### src/rtl/vm_write_scheduler_pkg.sv
// Shared widths, console control codes and scheduler state encoding for the
// video-memory port-A write scheduler.
package vm_write_scheduler_pkg;

  localparam int VM_ADDR_W = 12;
  localparam int VM_DATA_W = 8;
  localparam int ROW_W     = 5;
  localparam int COL_W     = 5;

  localparam logic [VM_DATA_W-1:0] CH_LF = 8'h0A;
  localparam logic [VM_DATA_W-1:0] CH_CR = 8'h0D;
  localparam logic [VM_DATA_W-1:0] CH_BS = 8'h08;

  typedef enum logic [1:0] {
    IDLE     = 2'd0,
    CLR_LINE = 2'd1,
    CLR_ALL  = 2'd2
  } state_e;

  // Text cell to port-A address; the top two address bits are never used.
  function automatic logic [VM_ADDR_W-1:0] vm_addr_of(input logic [ROW_W-1:0] row,
                                                      input logic [COL_W-1:0] col);
    return {2'b00, row, col};
  endfunction

endpackage

### src/rtl/vm_fill_sequencer.sv
// Row/column sweep counter used by both clear states. A start pulse loads the
// sweep; from the next cycle addr walks one cell per clock, either across a
// single row or over the whole ROWSxCOLS screen in row-major order. done is
// high during the last cell of the sweep.
module vm_fill_sequencer
  import vm_write_scheduler_pkg::*;
#(
  parameter int ROWS = 30,
  parameter int COLS = 32
) (
  input  logic                 clk_50mhz,
  input  logic                 rst,
  input  logic                 start,
  input  logic                 full,
  input  logic [ROW_W-1:0]     start_row,
  output logic [VM_ADDR_W-1:0] addr,
  output logic                 active,
  output logic                 done
);

  localparam logic [ROW_W-1:0] LAST_ROW = ROW_W'(ROWS - 1);
  localparam logic [COL_W-1:0] LAST_COL = COL_W'(COLS - 1);

  logic [ROW_W-1:0] row_q, row_d;
  logic [COL_W-1:0] col_q, col_d;
  logic             full_q, full_d;
  logic             active_q, active_d;
  logic             last_cell;

  // Final cell: end of the row, and either a one-row sweep or the last row.
  assign last_cell = (col_q == LAST_COL) && (!full_q || (row_q == LAST_ROW));

  // Next sweep position; counters wrap at COLS/ROWS, not at the power of two.
  always_comb begin
    row_d    = row_q;
    col_d    = col_q;
    full_d   = full_q;
    active_d = active_q;
    if (start) begin
      row_d    = full ? '0 : start_row;
      col_d    = '0;
      full_d   = full;
      active_d = 1'b1;
    end else if (active_q) begin
      if (col_q == LAST_COL) begin
        col_d = '0;
        if (last_cell) active_d = 1'b0;
        else           row_d    = row_q + 1'b1;
      end else begin
        col_d = col_q + 1'b1;
      end
    end
  end

  // Sweep state registers.
  always_ff @(posedge clk_50mhz or posedge rst) begin
    if (rst) begin
      row_q    <= '0;
      col_q    <= '0;
      full_q   <= 1'b0;
      active_q <= 1'b0;
    end else begin
      row_q    <= row_d;
      col_q    <= col_d;
      full_q   <= full_d;
      active_q <= active_d;
    end
  end

  assign addr   = vm_addr_of(row_q, col_q);
  assign active = active_q;
  assign done   = active_q && last_cell;

endmodule

### src/rtl/vm_write_scheduler.sv
// Sole owner of video-memory write port A. One write per clock, priority
// screen clear > direct CPU write > console character. The console path keeps
// the text cursor, handles LF/CR/BS, and blanks every newly entered line.
module vm_write_scheduler
  import vm_write_scheduler_pkg::*;
#(
  parameter int                   COLS           = 32,
  parameter int                   ROWS           = 30,
  parameter logic [VM_DATA_W-1:0] FILL_CHAR      = 8'h20,
  parameter bit                   CLEAR_ON_RESET = 1'b0
) (
  input  logic                 clk_50mhz,
  input  logic                 rst,
  input  logic [VM_DATA_W-1:0] ch_data,
  input  logic                 ch_valid,
  output logic                 ch_ready,
  input  logic                 cpu_we,
  input  logic [VM_ADDR_W-1:0] cpu_addr,
  input  logic [VM_DATA_W-1:0] cpu_din,
  output logic                 cpu_ack,
  input  logic                 clr_req,
  output logic                 busy,
  output logic                 vm_we,
  output logic [VM_ADDR_W-1:0] vm_addr,
  output logic [VM_DATA_W-1:0] vm_din,
  output logic [ROW_W-1:0]     cur_row,
  output logic [COL_W-1:0]     cur_col
);

  localparam logic [ROW_W-1:0] LAST_ROW = ROW_W'(ROWS - 1);
  localparam logic [COL_W-1:0] LAST_COL = COL_W'(COLS - 1);

  state_e               state_q, state_d;
  logic [ROW_W-1:0]     row_q, row_d;
  logic [COL_W-1:0]     col_q, col_d;
  logic                 clr_pend_q, clr_pend_d;
  logic                 boot_q, boot_d;
  logic                 vm_we_q, vm_we_d;
  logic [VM_ADDR_W-1:0] vm_addr_q, vm_addr_d;
  logic [VM_DATA_W-1:0] vm_din_q, vm_din_d;
  logic                 cpu_ack_q, cpu_ack_d;

  logic                 seq_start, seq_full, seq_active, seq_done;
  logic [ROW_W-1:0]     seq_row, nl_row;
  logic [VM_ADDR_W-1:0] seq_addr;
  logic                 cpu_take;

  vm_fill_sequencer #(.ROWS(ROWS), .COLS(COLS)) u_fill (
    .clk_50mhz (clk_50mhz),
    .rst       (rst),
    .start     (seq_start),
    .full      (seq_full),
    .start_row (seq_row),
    .addr      (seq_addr),
    .active    (seq_active),
    .done      (seq_done)
  );

  // Row the cursor enters on a newline, wrapping after the last text row.
  assign nl_row = (row_q == LAST_ROW) ? '0 : row_q + 1'b1;

  // The requester still holds cpu_we during its ack cycle; don't write twice.
  assign cpu_take = cpu_we && !cpu_ack_q;

  // boot_q only exists when CLEAR_ON_RESET is set and behaves as a pending clear.
  assign ch_ready = (state_q == IDLE) && !clr_pend_q && !boot_q && !cpu_we && !rst;

  // Arbitration, cursor update and next port-A write.
  always_comb begin
    state_d    = state_q;
    row_d      = row_q;
    col_d      = col_q;
    clr_pend_d = clr_pend_q;
    boot_d     = boot_q;
    vm_we_d    = 1'b0;
    vm_addr_d  = vm_addr_q;
    vm_din_d   = vm_din_q;
    cpu_ack_d  = 1'b0;
    seq_start  = 1'b0;
    seq_full   = 1'b0;
    seq_row    = row_q;

    // A clear request during a running full clear is redundant and dropped.
    if (clr_req && (state_q != CLR_ALL)) clr_pend_d = 1'b1;

    case (state_q)
      IDLE: begin
        if (clr_pend_q || boot_q) begin
          state_d   = CLR_ALL;
          seq_start = 1'b1;
          seq_full  = 1'b1;
          boot_d    = 1'b0;
        end else if (cpu_take) begin
          vm_we_d   = 1'b1;
          vm_addr_d = cpu_addr;
          vm_din_d  = cpu_din;
          cpu_ack_d = 1'b1;
        end else if (ch_valid && ch_ready) begin
          case (ch_data)
            CH_LF: begin
              col_d     = '0;
              row_d     = nl_row;
              state_d   = CLR_LINE;
              seq_start = 1'b1;
              seq_row   = nl_row;
            end
            CH_CR: col_d = '0;
            CH_BS: begin
              if (col_q != '0) begin
                col_d     = col_q - 1'b1;
                vm_we_d   = 1'b1;
                vm_addr_d = vm_addr_of(row_q, col_d);
                vm_din_d  = FILL_CHAR;
              end
            end
            default: begin
              vm_we_d   = 1'b1;
              vm_addr_d = vm_addr_of(row_q, col_q);
              vm_din_d  = ch_data;
              if (col_q == LAST_COL) begin
                col_d     = '0;
                row_d     = nl_row;
                state_d   = CLR_LINE;
                seq_start = 1'b1;
                seq_row   = nl_row;
              end else begin
                col_d = col_q + 1'b1;
              end
            end
          endcase
        end
      end
      CLR_LINE: begin
        vm_we_d   = seq_active;
        vm_addr_d = seq_addr;
        vm_din_d  = FILL_CHAR;
        if (seq_done) state_d = IDLE;
      end
      CLR_ALL: begin
        vm_we_d   = seq_active;
        vm_addr_d = seq_addr;
        vm_din_d  = FILL_CHAR;
        if (seq_done) begin
          state_d    = IDLE;
          row_d      = '0;
          col_d      = '0;
          clr_pend_d = 1'b0;
        end
      end
      default: state_d = IDLE;
    endcase
  end

  // State, cursor and registered port-A outputs.
  always_ff @(posedge clk_50mhz or posedge rst) begin
    if (rst) begin
      state_q    <= IDLE;
      row_q      <= '0;
      col_q      <= '0;
      clr_pend_q <= 1'b0;
      boot_q     <= CLEAR_ON_RESET;
      vm_we_q    <= 1'b0;
      vm_addr_q  <= '0;
      vm_din_q   <= '0;
      cpu_ack_q  <= 1'b0;
    end else begin
      state_q    <= state_d;
      row_q      <= row_d;
      col_q      <= col_d;
      clr_pend_q <= clr_pend_d;
      boot_q     <= boot_d;
      vm_we_q    <= vm_we_d;
      vm_addr_q  <= vm_addr_d;
      vm_din_q   <= vm_din_d;
      cpu_ack_q  <= cpu_ack_d;
    end
  end

  assign busy    = (state_q != IDLE) || clr_pend_q;
  assign vm_we   = vm_we_q;
  assign vm_addr = vm_addr_q;
  assign vm_din  = vm_din_q;
  assign cpu_ack = cpu_ack_q;
  assign cur_row = row_q;
  assign cur_col = col_q;

endmodule

### config.mk
export PLATFORM = sky130hd
export DESIGN_NAME = vm_write_scheduler
export DESIGN_NICKNAME = d
export VERILOG_FILES = /design/src/rtl/vm_write_scheduler_pkg.sv /design/src/rtl/vm_fill_sequencer.sv /design/src/rtl/vm_write_scheduler.sv
export SDC_FILE = /design/constraint.sdc
export NUM_CORES = 1
export LEC_CHECK = 0
export BUFFER_PORTS_ARGS = -buffer_cell sky130_fd_sc_hd__buf_4
export CAP_MARGIN = 20
export CORE_ASPECT_RATIO = 1.1
export CORE_UTILIZATION = 50
export CTS_CLUSTER_SIZE = 24
export DETAILED_ROUTE_END_ITERATION = 10
export PLACE_DENSITY = 0.74
export SETUP_SLACK_MARGIN = 0.15
export SYNTH_ARGS = -nofsm -noshare
export SYNTH_HDL_FRONTEND = slang
export SYNTH_SLANG_ARGS = --single-unit
### constraint.sdc
create_clock -name clk_50mhz -period 5.9 [get_ports clk_50mhz]
set_input_delay 0.59 -clock clk_50mhz [delete_from_list [all_inputs] [get_ports clk_50mhz]]
set_output_delay 0.59 -clock clk_50mhz [all_outputs]
set_load 0.1 [all_outputs]
==> metrics.csv <==
stage,metric,value,unit
synthesis,synthMuxAreaShare,3.613,%
worst_setup_path,r2r_end,vm_addr[4]$_DFFE_PP0P_,
final_layout,antenna-diode-count,0,
sta,finalSetupViolCount,0,
synthesis,synth_cells,340,
grt,antenna_found_initial,0,
worst_setup_path,reg2reg_from,state_q[1]$_DFFE_PP0P_,
cts,clockBufferDepth,2,
final_layout,final_nets,444,
worst_setup_path,worstPathCellList,inv_1 -> ha_1 -> nor4b_2 -> and2_1 -> a2bb2oi_2 -> or2_1 -> mux2_2,
synthesis,ys_seq_area_share,38.16,%
sta,finalSetupTns,0,ps
worst_setup_path,path_buf_inv,1,
cts,clk_pin_slew,90,ps
floorplanning,die_area,6482,sq um
drt,wl_per_cell,17.57,um
worst_setup_path,crit_start,state_q[1]$_DFFE_PP0P_,
synthesis,synth-xor-area-share,1.989,%
synthesis,synth.largest_area_cell,dfrtp_1,
drt,first_iter_violations,249,
synthesis,ys_types,66,
final_layout,area_growth,21.36,%
cts,cts_setup_buffers,0,
worst_setup_path,crit_path_max_incr_delay,560,ps
sta,fmax,321.5,MHz
synthesis,ys_ff_latch,47,
power,power.density,161.6,nW/um^2
synthesis,synth-main-ff-cell,dfrtp_1,
synthesis,syn_nets,387,
worst_setup_path,slowest_stage,a2bb2oi_2,
cts,cts_tree,yes,
job,cap_violations,0,
final_layout,fillCellCount,529,
cts,clock-root-buffer,clkbuf_8,
synthesis,yosysTopAreaCellShare,38.16,%
sta,fin_skew,13.82,ps
drt,vias,2906,
cts,cts_resized,0,
worst_setup_path,worst_setup_path_start_kind,register,
sta,rsz0062_at_grt,false,
synthesis,synth_simple_gate_area_share,21.23,%
grt,grt_max_degree,48,
place,gp_congestion,0.8586,
power,p_leak,1.683,nW
floorplanning,dieHeight,84.34,um
cts,clk_latency,310,ps
synthesis,syn_avg_cell_area,9.064,sq um
worst_setup_path,ff2ff_path_depth,7,
min_path,hp-class,in -> async,
sta,maxSlewHeadroom,42.01,%
synthesis,ys_warn_count,0,
synthesis,synth_compound_area_share,24.60,%
synthesis,yosys-top-cells-area,"dfrtp_1 38%, ha_1 5.7%, nand2_1 4.4%",
worst_setup_path,cp.depth,7,
cts,clock-sinks,47,
sta,fin_crit_sh,52.73,%
cts,htree_levels,2,
cts,cts_buffers,5,
worst_setup_path,crit_family,simple AND/OR/NAND/NOR gates,
floorplanning,pin_count,67,
grt,grt_overflow,0,
power,fin_total_pwr,604.2,uW
floorplanning,die_x,76.86,um
place,io_buffer_count,66,
sta,hold_viol,0,
sta,report.final.slew_viol_count,0,
grt,first_global_vias,2722,
drt,drc,0,
worst_setup_path,arrival,3310,ps
drt,via_per_inst,6.131,
floorplanning,core,5842,sq um
sta,post-route-min-period,3111,ps
place,pre_cts_slack,2844,ps
worst_setup_path,critPathKind,reg -> reg,
final_layout,drive_gt1_share,24.18,%
drt,first_pass_iters,4,
grt,grt_usage,26.70,%
synthesis,yosys.area_share.adder,5.684,%
worst_setup_path,reg2reg_slack,2790,ps
sta,tightest_slew,869.8,ps
worst_setup_path,endpoint_kind,register,
worst_setup_path,crit_path_max_fanout,17,
drt,wl,8329,um
sta,fin_ws,2789,ps
place,place_hpwl,6245,um
synthesis,async_flop_share,100.0,%
run_status,status,completed,
cts,hold_buffers,0,
worst_setup_path,cp_data_required_time,6100,ps
synthesis,synth_top_family_by_area,compound AO/OA/AOI/OAI gates,
grt,grt_pass1_wl,13700,um
power,peakVddDrop,0.0001047,V
floorplanning,start_util,52.75,%
synthesis,synth_area,3082,sq um
floorplanning,rows,29,
synthesis,synth_edf_count,0,
drt,ant_nets,0,
per-stage QoR:
stage	hold WS [ps]	cell area [sq um]	instances	util [%]
floorplan	509.7	3082	340	-
global placement	473.9	3602	465	61.66
detailed placement	474.9	3602	465	61.66
CTS	502.0	3705	472	63.42
global route	234.8	3740	474	64.02
finish	220.9	3740	474	64.02
layout make-up:
cell class	count	area (sq um)	share of cell area (%)
clock inverters	1	30.03	0.8029
flip-flops and latches	47	1176	31.45
multi-input cells	257	1763	47.14
inverters	17	63.81	1.706
well taps	77	96.34	2.576
clock buffers	6	72.57	1.940
repair buffers	69	538.0	14.39
worst max-delay path by stage:
| stage | to | slack [ps] |
|---|---|---|
| floorplan | vm_addr[2]$_DFFE_PP0P_ | 1970 |
| global placement | vm_addr[4]$_DFFE_PP0P_ | 2960 |
| detailed placement | vm_addr[4]$_DFFE_PP0P_ | 2840 |
| CTS | vm_addr[4]$_DFFE_PP0P_ | 2830 |
| global route | vm_addr[4]$_DFFE_PP0P_ | 2610 |
| finish | vm_addr[4]$_DFFE_PP0P_ | 2790 |
synth_stat cells, types with 3 or more instances:
cell type and count:
dfrtp_1 47, nand2_1 36, nor2_1 29, a21oi_1 20, inv_1 17, ha_1 14, clkbuf_1 13, o21ai_0 11
nand4_1 10, nor3_1 8, o2bb2ai_1 8, a211oi_1 7, mux2i_1 7, o31ai_1 7, and3_1 6, nand3_1 6
buf_2 5, o211ai_1 5, o221a_2 5, o221ai_1 5, xor2_1 5, a21boi_0 3, a21o_1 3, a22oi_1 3
nand2b_1 3, nor4b_1 3, o2111ai_1 3, o21a_1 3, o22ai_1 3
cells by family (layout without fill, tap and decap cells):
| logic type | after synthesis | in the layout |
|---|---|---|
| AND/OR/NAND/NOR | 123 | 123 |
| AO/OA/AOI/OAI | 103 | 103 |
| flip-flops | 47 | 47 |
| buffers and inverters | 36 | 93 |
| adder cells (fa/ha/maj) | 14 | 14 |
| multiplexers | 10 | 10 |
| XOR/XNOR | 7 | 7 |
worst reg2reg max path, delay by kind of cell (launching register included):
kind                       cells  cell delay (ps)
AOI/OAI and AO/OA              1              560
DFF                            1              420
and+or+nand+nor                3             1190
adders and majority gates      1              370
muxes                          1              380
buffers and inverters          1               90
metal layers:
metal	vias to the layer above	track usage, %	share of wire [%]
li1	1392	-	-
met5	-	0	0
met1	1414	36.79	46
met2	91	44.56	49
met3	9	3.587	4.7
met4	0	6.119	0.91
flip-flops by register name (all words and copies together), names as in the netlist:
register       flops
vm_din             8
state_q            2
clr_pend_q         1
u_fill.active      1
cur_col            5
vm_addr           12
u_fill.col_q       5
u_fill.row_q       5
cpu_ack            1
vm_we              1
u_fill.full_q      1
cur_row            5
where the power goes:
part,switching (mW),internal (mW),leakage [nW]
registers,0,0.322,0.575
clock network,0.110,0.124,0.0513
logic,0.0253,0.0227,1.06
cells in the final DEF, fill, tap and decap left out, types with 3 or more instances in the layout:
master      n
nor4b_1     3
xor2_1      5
nor3_1      8
a211oi_1    7
a21boi_0    3
nand3_1     6
dfrtp_1    47
inv_1      16
o21a_1      3
buf_4      67
o31ai_1     7
a22oi_1     3
o221a_2     5
nand4_1    10
mux2i_1     7
o221ai_1    5
a21oi_1    20
ha_1       14
o2bb2ai_1   8
clkbuf_8    5
nand2_1    36
o22ai_1     3
a21o_1      3
and3_1      6
nand2b_1    3
o2111ai_1   3
o21ai_0    11
o211ai_1    5
nor2_1     29
Power figures use the tool's default switching activity.
